==> config.mk <==
export PLATFORM = sky130hd
export DESIGN_NAME = uart_rx
export DESIGN_NICKNAME = d
export VERILOG_FILES = /design/src/rtl/uart_pkg.sv /design/src/rtl/rx_bit_sampler.sv /design/src/rtl/uart_rx.sv
export SDC_FILE = /design/constraint.sdc
export NUM_CORES = 1
export LEC_CHECK = 0
export CORE_ASPECT_RATIO = 0.6
export CORE_MARGIN = 8
export CORE_UTILIZATION = 56
export DETAILED_ROUTE_END_ITERATION = 7
export PLACE_DENSITY = 0.77
export SLEW_MARGIN = 40
export SYNTH_ARGS = -nofsm -noshare
export SYNTH_HDL_FRONTEND = slang
export SYNTH_SLANG_ARGS = --single-unit
export TNS_END_PERCENT = 10
==> constraint.sdc <==
create_clock -name clk -period 2.2 [get_ports clk]
set_input_delay 0.22 -clock clk [delete_from_list [all_inputs] [get_ports clk]]
set_output_delay 0.22 -clock clk [all_outputs]
set_load 0.02 [all_outputs]
==> src/rtl/uart_pkg.sv <==
// Shared UART definitions: receiver FSM states, parity convention, default frame width.
package uart_pkg;

    localparam int unsigned DATA_WIDTH = 8;

    localparam logic PAR_EVEN = 1'b0;
    localparam logic PAR_ODD  = 1'b1;

    typedef enum logic [2:0] {
        IDLE,
        START,
        DATA,
        PARITY,
        STOP
    } rx_state_t;

    // Frame format captured when a start edge is accepted
    typedef struct packed {
        logic par_en;
        logic par_typ;
    } rx_cfg_t;

endpackage

==> src/rtl/rx_bit_sampler.sv <==
// Bit-period tick counter and 3-sample majority vote around the middle of each bit.
module rx_bit_sampler #(
    parameter int unsigned OVERSAMPLE = 8
) (
    input  logic clk,
    input  logic rst,
    input  logic run,
    input  logic rx_s,
    output logic bit_done_c,
    output logic bit_val_c
);

    localparam int unsigned TW = $clog2(OVERSAMPLE);
    localparam logic [TW-1:0] TICK_LAST = TW'(OVERSAMPLE - 1);
    localparam logic [TW-1:0] TICK_S0   = TW'(OVERSAMPLE / 2 - 1);
    localparam logic [TW-1:0] TICK_S1   = TW'(OVERSAMPLE / 2);
    localparam logic [TW-1:0] TICK_S2   = TW'(OVERSAMPLE / 2 + 1);

    logic [TW-1:0] tick_cnt;
    logic          s0;
    logic          s1;

    // Tick counter runs only while a frame is in progress; first two votes are stored
    always_ff @(posedge clk or negedge rst) begin
        if (!rst) begin
            tick_cnt <= '0;
            s0       <= 1'b1;
            s1       <= 1'b1;
        end else if (!run) begin
            tick_cnt <= '0;
        end else begin
            tick_cnt <= (tick_cnt == TICK_LAST) ? '0 : TW'(tick_cnt + 1'b1);
            if (tick_cnt == TICK_S0) s0 <= rx_s;
            if (tick_cnt == TICK_S1) s1 <= rx_s;
        end
    end

    // Third vote is the live sample, so the decision lands on the next edge
    assign bit_done_c = run && (tick_cnt == TICK_S2);
    assign bit_val_c  = (s0 & s1) | (s0 & rx_s) | (s1 & rx_s);

endmodule

==> src/rtl/uart_rx.sv <==
// Oversampling UART receiver: start, DATA_WIDTH bits LSB-first, optional parity, one stop bit.
module uart_rx #(
    parameter int unsigned OVERSAMPLE = 8,
    parameter int unsigned DATA_WIDTH = uart_pkg::DATA_WIDTH
) (
    input  logic                  clk,
    input  logic                  rst,
    input  logic                  rx_in,
    input  logic                  par_en,
    input  logic                  par_typ,
    output logic [DATA_WIDTH-1:0] p_data,
    output logic                  data_valid,
    output logic                  par_err,
    output logic                  stp_err,
    output logic                  busy
);

    import uart_pkg::*;

    localparam int unsigned BW = $clog2(DATA_WIDTH + 1);
    localparam logic [BW-1:0] LAST_BIT = BW'(DATA_WIDTH - 1);

    rx_state_t             state, state_d;
    rx_cfg_t               cfg, cfg_d;
    logic                  rx_meta, rx_s;
    logic                  armed, armed_d;
    logic [BW-1:0]         bit_cnt, bit_cnt_d;
    logic [DATA_WIDTH-1:0] shreg, shreg_d;
    logic                  rx_par, rx_par_d;
    logic [DATA_WIDTH-1:0] p_data_d;
    logic                  data_valid_d, par_err_d, stp_err_d, busy_d;
    logic                  par_bad;
    logic                  bit_done_c, bit_val_c;

    // Two-flop synchronizer, preset to the idle level
    always_ff @(posedge clk or negedge rst) begin
        if (!rst) begin
            rx_meta <= 1'b1;
            rx_s    <= 1'b1;
        end else begin
            rx_meta <= rx_in;
            rx_s    <= rx_meta;
        end
    end

    rx_bit_sampler #(
        .OVERSAMPLE (OVERSAMPLE)
    ) u_sampler (
        .clk        (clk),
        .rst        (rst),
        .run        (state != IDLE),
        .rx_s       (rx_s),
        .bit_done_c (bit_done_c),
        .bit_val_c  (bit_val_c)
    );

    // State and output registers
    always_ff @(posedge clk or negedge rst) begin
        if (!rst) begin
            state      <= IDLE;
            cfg        <= '0;
            armed      <= 1'b0;
            bit_cnt    <= '0;
            shreg      <= '0;
            rx_par     <= 1'b0;
            p_data     <= '0;
            data_valid <= 1'b0;
            par_err    <= 1'b0;
            stp_err    <= 1'b0;
            busy       <= 1'b0;
        end else begin
            state      <= state_d;
            cfg        <= cfg_d;
            armed      <= armed_d;
            bit_cnt    <= bit_cnt_d;
            shreg      <= shreg_d;
            rx_par     <= rx_par_d;
            p_data     <= p_data_d;
            data_valid <= data_valid_d;
            par_err    <= par_err_d;
            stp_err    <= stp_err_d;
            busy       <= busy_d;
        end
    end

    // Next-state and next-output logic; strobes default low so they last one cycle
    always_comb begin
        state_d      = state;
        cfg_d        = cfg;
        armed_d      = armed;
        bit_cnt_d    = bit_cnt;
        shreg_d      = shreg;
        rx_par_d     = rx_par;
        p_data_d     = p_data;
        data_valid_d = 1'b0;
        par_err_d    = 1'b0;
        stp_err_d    = 1'b0;
        busy_d       = busy;
        par_bad      = cfg.par_en && (rx_par != ((^shreg) ^ (cfg.par_typ == PAR_ODD)));

        case (state)
            IDLE: begin
                if (armed && !rx_s) begin
                    state_d = START;
                    busy_d  = 1'b1;
                    cfg_d   = '{par_en: par_en, par_typ: par_typ};
                end else if (rx_s) begin
                    armed_d = 1'b1;
                end
            end
            START: begin
                if (bit_done_c) begin
                    if (bit_val_c) begin
                        state_d = IDLE;
                        busy_d  = 1'b0;
                    end else begin
                        state_d   = DATA;
                        bit_cnt_d = '0;
                    end
                end
            end
            DATA: begin
                if (bit_done_c) begin
                    shreg_d = {bit_val_c, shreg[DATA_WIDTH-1:1]};
                    if (bit_cnt == LAST_BIT) begin
                        state_d = cfg.par_en ? PARITY : STOP;
                    end else begin
                        bit_cnt_d = BW'(bit_cnt + 1'b1);
                    end
                end
            end
            PARITY: begin
                if (bit_done_c) begin
                    rx_par_d = bit_val_c;
                    state_d  = STOP;
                end
            end
            STOP: begin
                // Decided mid-stop so a following start edge is not missed
                if (bit_done_c) begin
                    if (bit_val_c && !par_bad) begin
                        p_data_d     = shreg;
                        data_valid_d = 1'b1;
                    end
                    stp_err_d = !bit_val_c;
                    par_err_d = par_bad;
                    busy_d    = 1'b0;
                    armed_d   = rx_s;
                    state_d   = IDLE;
                end
            end
            default: begin
                state_d = IDLE;
                busy_d  = 1'b0;
            end
        endcase
    end

endmodule

; Word level (Yosys, flattened, before mapping)
; Index checks and enable logic that the tools add are counted.
[op_classes]
add_sub_neg = 2
eq_ne = 21
mux = 32
bitwise_logic = 7
n_reduce_logical = 23
[ops]
columns = cell, count
row1 = $mux 3, 9
row2 = $ne 2x2->1 const B, 11
row3 = $mux 4, 4
row4 = $pmux 3 s5, 1
row5 = $mux 1, 14
row6 = $eq 3x3->1 const B, 4
row7 = $reduce_and 2->1, 5
row8 = $reduce_and 5->1, 2
row9 = $eq 3x2->1 const B, 3
row10 = $pmux 4 s2, 1
row11 = $reduce_xor 8->1, 1
row12 = $reduce_and 6->1, 1
row13 = $add 4x1->4 const B, 1
row14 = $eq 4x3->1 const B, 1
row15 = $logic_and 1x1->1, 4
row16 = $pmux 1 s4, 1
row17 = $reduce_and 4->1, 1
row18 = $reduce_bool 2->1, 2
row19 = $add 3x1->3 const B, 1
row20 = $and 1x1->1, 3
row21 = $eq 3x1->1 const B, 1
row22 = $logic_not 1->1, 3
row23 = $logic_not 3->1, 1
row24 = $reduce_and 3->1, 1
row25 = 8 further kinds, 9
[totals]
register_bits = 38
output_inout_bits = 12
word_cells = 102

; Logic depth before layout (Yosys ltp)
[logic_depth]
depth_word = 9
depth_mapped = 8

; Modules after synthesis
; From an unflattened synthesis, not the netlist that was laid out.
[unflattened]
cells_unflattened = 143
hier_area_um2 = 1774.2
[by_module_without_submodules]
columns = module, n_inst, cells_per_inst, area_per_inst_um2, seq_area_each_um2
row1 = uart_rx, 1, 121, 1485.2, 828.3
row2 = rx_bit_sampler, 1, 22, 289.0, 127.6

; Worst setup path after synthesis
; OpenSTA, ideal clock, no wires.
[synth_timing]
path_type = register -> register
from = register shreg[5]
to = register p_data[0]
arrival_ns = 1.740
setup_slack_ns = 0.335
stages_incl_launch_ff = 6
n_path_buf = 0
period_less_slack_ns = 1.865
cell_sequence = dfrtp_1 -> xnor2_1 -> xnor3_1 -> xnor2_1 -> a21oi_4 -> mux2_2
[synth_between]
elab_chain_cells = 7
[synth_lines]
columns = element, line
row1 = from (decl), uart_rx.sv:28  ; logic [DATA_WIDTH-1:0] shreg, shreg_d;
row2 = from (signal assigned), uart_rx.sv:76  ; shreg <= shreg_d;
row3 = $reduce_xor 8->1, uart_rx.sv:99  ; par_bad = cfg.par_en && (rx_par != ((^shreg) ^ (cfg.par_typ == PAR_ODD)));
row4 = $xor 1x1->1, uart_rx.sv:99
row5 = $ne 1x1->1, uart_rx.sv:99
row6 = $logic_and 1x1->1, uart_rx.sv:99
row7 = $logic_not 1->1, uart_rx.sv:141  ; if (bit_val_c && !par_bad) begin
row8 = $logic_and 1x1->1, uart_rx.sv:141
row9 = $reduce_and 3->1 (no source line), n/a
row10 = to (signal assigned), uart_rx.sv:78  ; p_data <= p_data_d;
row11 = to (decl), uart_rx.sv:11  ; output logic [DATA_WIDTH-1:0] p_data,
; Every way passes these cells.
; A chain may end at the register's enable or synchronous reset.

; Worst setup path after layout
[layout_timing]
from = register shreg[5]
to = register p_data[2]
; Same word-level chain as after synthesis.

==> qor.json <==
{
  "setup_viol_count_final": 0,
  "syn-mean-instance-area_sq_um": 12.2,
  "critPathLaunchType": "flop",
  "synthCells": 144,
  "cts.sink_count": 38,
  "crit_required_ns": 2.37,
  "clkSlewWorstSetupHoldPaths_ns": 0.07,
  "fin_setup_tns_ns": 0,
  "postSynthRegisterBits": 38,
  "cpPeakStageDelay_ns": 0.44,
  "slew_violations": 0,
  "vdd.ir_drop.worst_mv": 0.752,
  "timing.reg2reg.worst_path_depth": 5,
  "core_region_area_sq_mm": 0.00293,
  "initial_utilization_pct": 60.2,
  "drc_errors": 0,
  "switching_power_uw": 982,
  "width_of_the_die_microns": 88.4,
  "port_buffers": 16,
  "crit_chain": "xnor2_1 > xnor3_1 > xnor2_1 > a21oi_4 > mux2_2",
  "gp_congestion": 0.828,
  "seqPwrFrac_pct": 37.9,
  "cts_max_path_buffers": 2,
  "post_dp_cell_area_sq_mm": 0.00197,
  "postCtsSetupBuffers": 0,
  "finish.net_count": 177,
  "post_cts_resize_count": 0,
  "finalCoreUtilization_pct": 72.7,
  "rows": 15,
  "remaining_number_of_nets_flagged_by_the_antenna_check_after_routing": 0,
  "clock_tree.htree_level_count": 2,
  "crit_path_end_kind": "flop",
  "clock_latency_ns": 0.29,
  "hold_path.startpoint": "rx_in",
  "crit-reg2reg-capture": "p_data[2]",
  "max_cap_violations": 0,
  "leakage_power_uw": 0.000955,
  "area_delta_synth_final_pct": 20.8,
  "tritoncts": "built",
  "total_routing_resource_utilization_after_global_routing_pct": 15.6,
  "min_period_ns": 2.05,
  "rsz0062_at_grt": "false",
  "cp_top_family": "XOR/XNOR gates",
  "final.period_utilization_pct": 93.3,
  "slew_headroom_pct": 68.7,
  "hold_violations": 0,
  "maximum_number_of_pins_on_one_net_before_global_route_repair": 39,
  "slowest_stage": "xnor3_1",
  "floorplan.die.height_microns": 59.4,
  "tritoncts.num_buffers": 5,
  "power.combinational.fraction_pct": 37.2,
  "critical_path_peak_fanout": 9,
  "post_syn_nets": 155,
  "timing.reg2reg.setup_slack_ns": 0.15,
  "clockPowerShare_pct": 24.9,
  "share_of_final_layout_standard_cells_stronger_than_drive_strength_1_pct": 24.6,
  "floorplan.die_area_sq_mm": 0.00526,
  "wl_mm": 3.58,
  "dr.first_iter.drc_count": 79,
  "top_level_ports": 17,
  "first_global_vias": 1200,
  "hold-path-endpoint": "rx_meta",
  "avgRoutedWirePerCell_microns": 17.1,
  "synth.distinct_cells": 33,
  "worst-slew-pin-transition_ns": 0.469,
  "insertedDiodeCount": 0,
  "first_pass_grt_wire_length_mm": 6.10,
  "result_of_the_run": "finished, final reports clean",
  "cts-root-buf": "clkbuf_8",
  "timing_worst_setup_path_type": "flop to flop",
  "critical_path.n_buffers_inverters": 0,
  "p_int_uw": 1930,
  "seq_area_frac_synth_pct": 54.3,
  "globalRoute.totalOverflow": 0,
  "detailedPlacementHpwl_mm": 2.40,
  "avgViaCountPerCell": 5.64,
  "worst_hold_path_type": "input port to flop",
  "cellPowerDensity_mw_per_mm2": 1370,
  "yosysWarningCount": 0,
  "syn_area_sq_mm": 0.00176,
  "rr_startpoint": "shreg[5]",
  "grt_antenna_before_repair": 0,
  "clock.fmax_mhz": 487,
  "layout.cell_area.non_filler_sq_mm": 0.00213,
  "crit_path_most_repeated_cell": "xnor2_1",
  "routed_vias": 1178,
  "cp_data_arrival_time_ns": 2.23,
  "dr.pass1.iters": 4,
  "p_sw_share_pct": 33.7,
  "timing.clock.skew_ns": 0.00760,
  "min_path_cells": 1
}
[power groups by stage]
stage	clock (uW)	sequential [uW]	combinational, uW
5_1_grt	765	1140	1220
3_3_place_gp	0	1090	1020
4_1_cts	736	1100	1090
2_1_floorplan	0	1050	861
3_5_place_dp	0	1110	1060
6_report	725	1100	1080
[per-layer routing]
layer	GRT usage, %	up-vias	share of wire, %
li1	-	549	-
met1	21.2	581	45
met2	22.8	41	47
met3	5.12	7	6.1
met4	5.01	0	1.0
met5	0	-	0
[what timing repair did]
item / in CTS / in global routing
hold buffers: 0 / 1
endpoints found under the hold margin: 0 / 34
endpoints found under the setup margin: 0 / 2
[cell type report]
type	count	area, sq um
clock inverter	2	60.1
fill	211	800
clock buffer	6	82.6
multi-input combinational	98	776
tap	42	52.6
timing repair buffer	20	190
sequential	38	956
inverter	3	11.3
[worst register-to-register path, delay by kind of cell (launching register included)]
kind,cells,cell delay (ns)
XOR/XNOR,3,0.83
multiplexers,1,0.39
flip-flops,1,0.41
AO/OA/AOI/OAI,1,0.32
[cells in the final DEF, fill, tap and decap left out, types with 2 or more instances in the layout]
| master | netlist | final |
|---|---|---|
| nor3_1 | 4 | 4 |
| nand4b_1 | 2 | 2 |
| mux2i_1 | 2 | 2 |
| buf_4 | 0 | 4 |
| clkbuf_8 | 0 | 6 |
| ha_1 | 6 | 6 |
| and2_1 | 2 | 2 |
| nand2b_1 | 2 | 2 |
| a22o_1 | 2 | 2 |
| xnor2_1 | 8 | 8 |
| inv_1 | 3 | 3 |
| mux2_2 | 22 | 22 |
| nand3_1 | 5 | 5 |
| bufinv_16 | 0 | 2 |
| nor2_1 | 12 | 12 |
| clkdlybuf4s50_1 | 0 | 15 |
| o21ai_0 | 5 | 5 |
| nand2_1 | 8 | 8 |
| dfrtp_1 | 34 | 34 |
| a21oi_1 | 2 | 2 |
| o211ai_1 | 2 | 2 |
| dfstp_2 | 4 | 4 |
[per-stage QoR]
step | total power (uW) | cells | worst slack [ns] | hold WS (ns)
after detailed placement | 2170 | 200 | 0.151 | 0.347
after CTS | 2930 | 208 | 0.112 | 0.0521
after global routing | 3130 | 209 | 0.0139 | 0.352
after floorplan | 1910 | 144 | 0.335 | -0.0756
final | 2910 | 209 | 0.147 | 0.341
after global placement | 2110 | 200 | 0.233 | 0.348
[cell families after synthesis]
group	after synthesis	synth area share, %
simple gates	41	11.6
buf+inv	8	1.70
flops	38	54.3
mux	24	15.2
compound gates	17	7.10
xor+xnor	9	5.26
fa+ha+maj	7	4.90
[worst max-delay path by stage]
stage          startpoint        end  slack, ns  cells after the start
4_1_cts          shreg[5]  p_data[2]       0.11                      5
6_report         shreg[5]  p_data[2]       0.15                      5
3_5_place_dp     shreg[5]  p_data[2]       0.15                      5
5_1_grt          shreg[5]  p_data[2]       0.01                      5
3_3_place_gp     shreg[5]  p_data[6]       0.23                      5
2_1_floorplan    shreg[5]  p_data[0]       0.34                      5
[synthesized netlist by cell type, drive strengths merged]
cell	count	area [sq um]
a211oi	1	7.51
a21o	1	7.51
a21oi	3	26.3
a22o	2	17.5
a2bb2oi	1	8.76
a31o	1	8.76
and2	2	12.5
clkbuf	5	18.8
dfrtp	34	851
dfstp	4	105
ha	6	75.1
inv	3	11.3
maj3	1	11.3
mux2	22	248
mux2i	2	20.0
nand2	8	30.0
nand2b	2	12.5
nand3	5	25.0
nand3b	1	7.51
nand4	1	6.26
nand4b	2	17.5
nor2	12	45.0
nor2b	1	6.26
nor3	4	20.0
nor4	1	6.26
o211ai	2	15.0
o21ai	5	25.0
o2bb2ai	1	8.76
or3	1	6.26
or3b	1	8.76
xnor2	8	70.1
xnor3	1	22.5
[sequential cells by signal, indices dropped and copies added, names as in the netlist]
register,flops
busy,1
rx_meta,1
bit_cnt,4
rx_par,1
data_valid,1
armed,1
par_err,1
u_sampler.s0,1
stp_err,1
u_sampler.tick_cnt,3
rx_s,1
state,3
shreg,8
p_data,8
u_sampler.s1,1
cfg,2
Note: power is estimated with default switching activity, not from simulation.
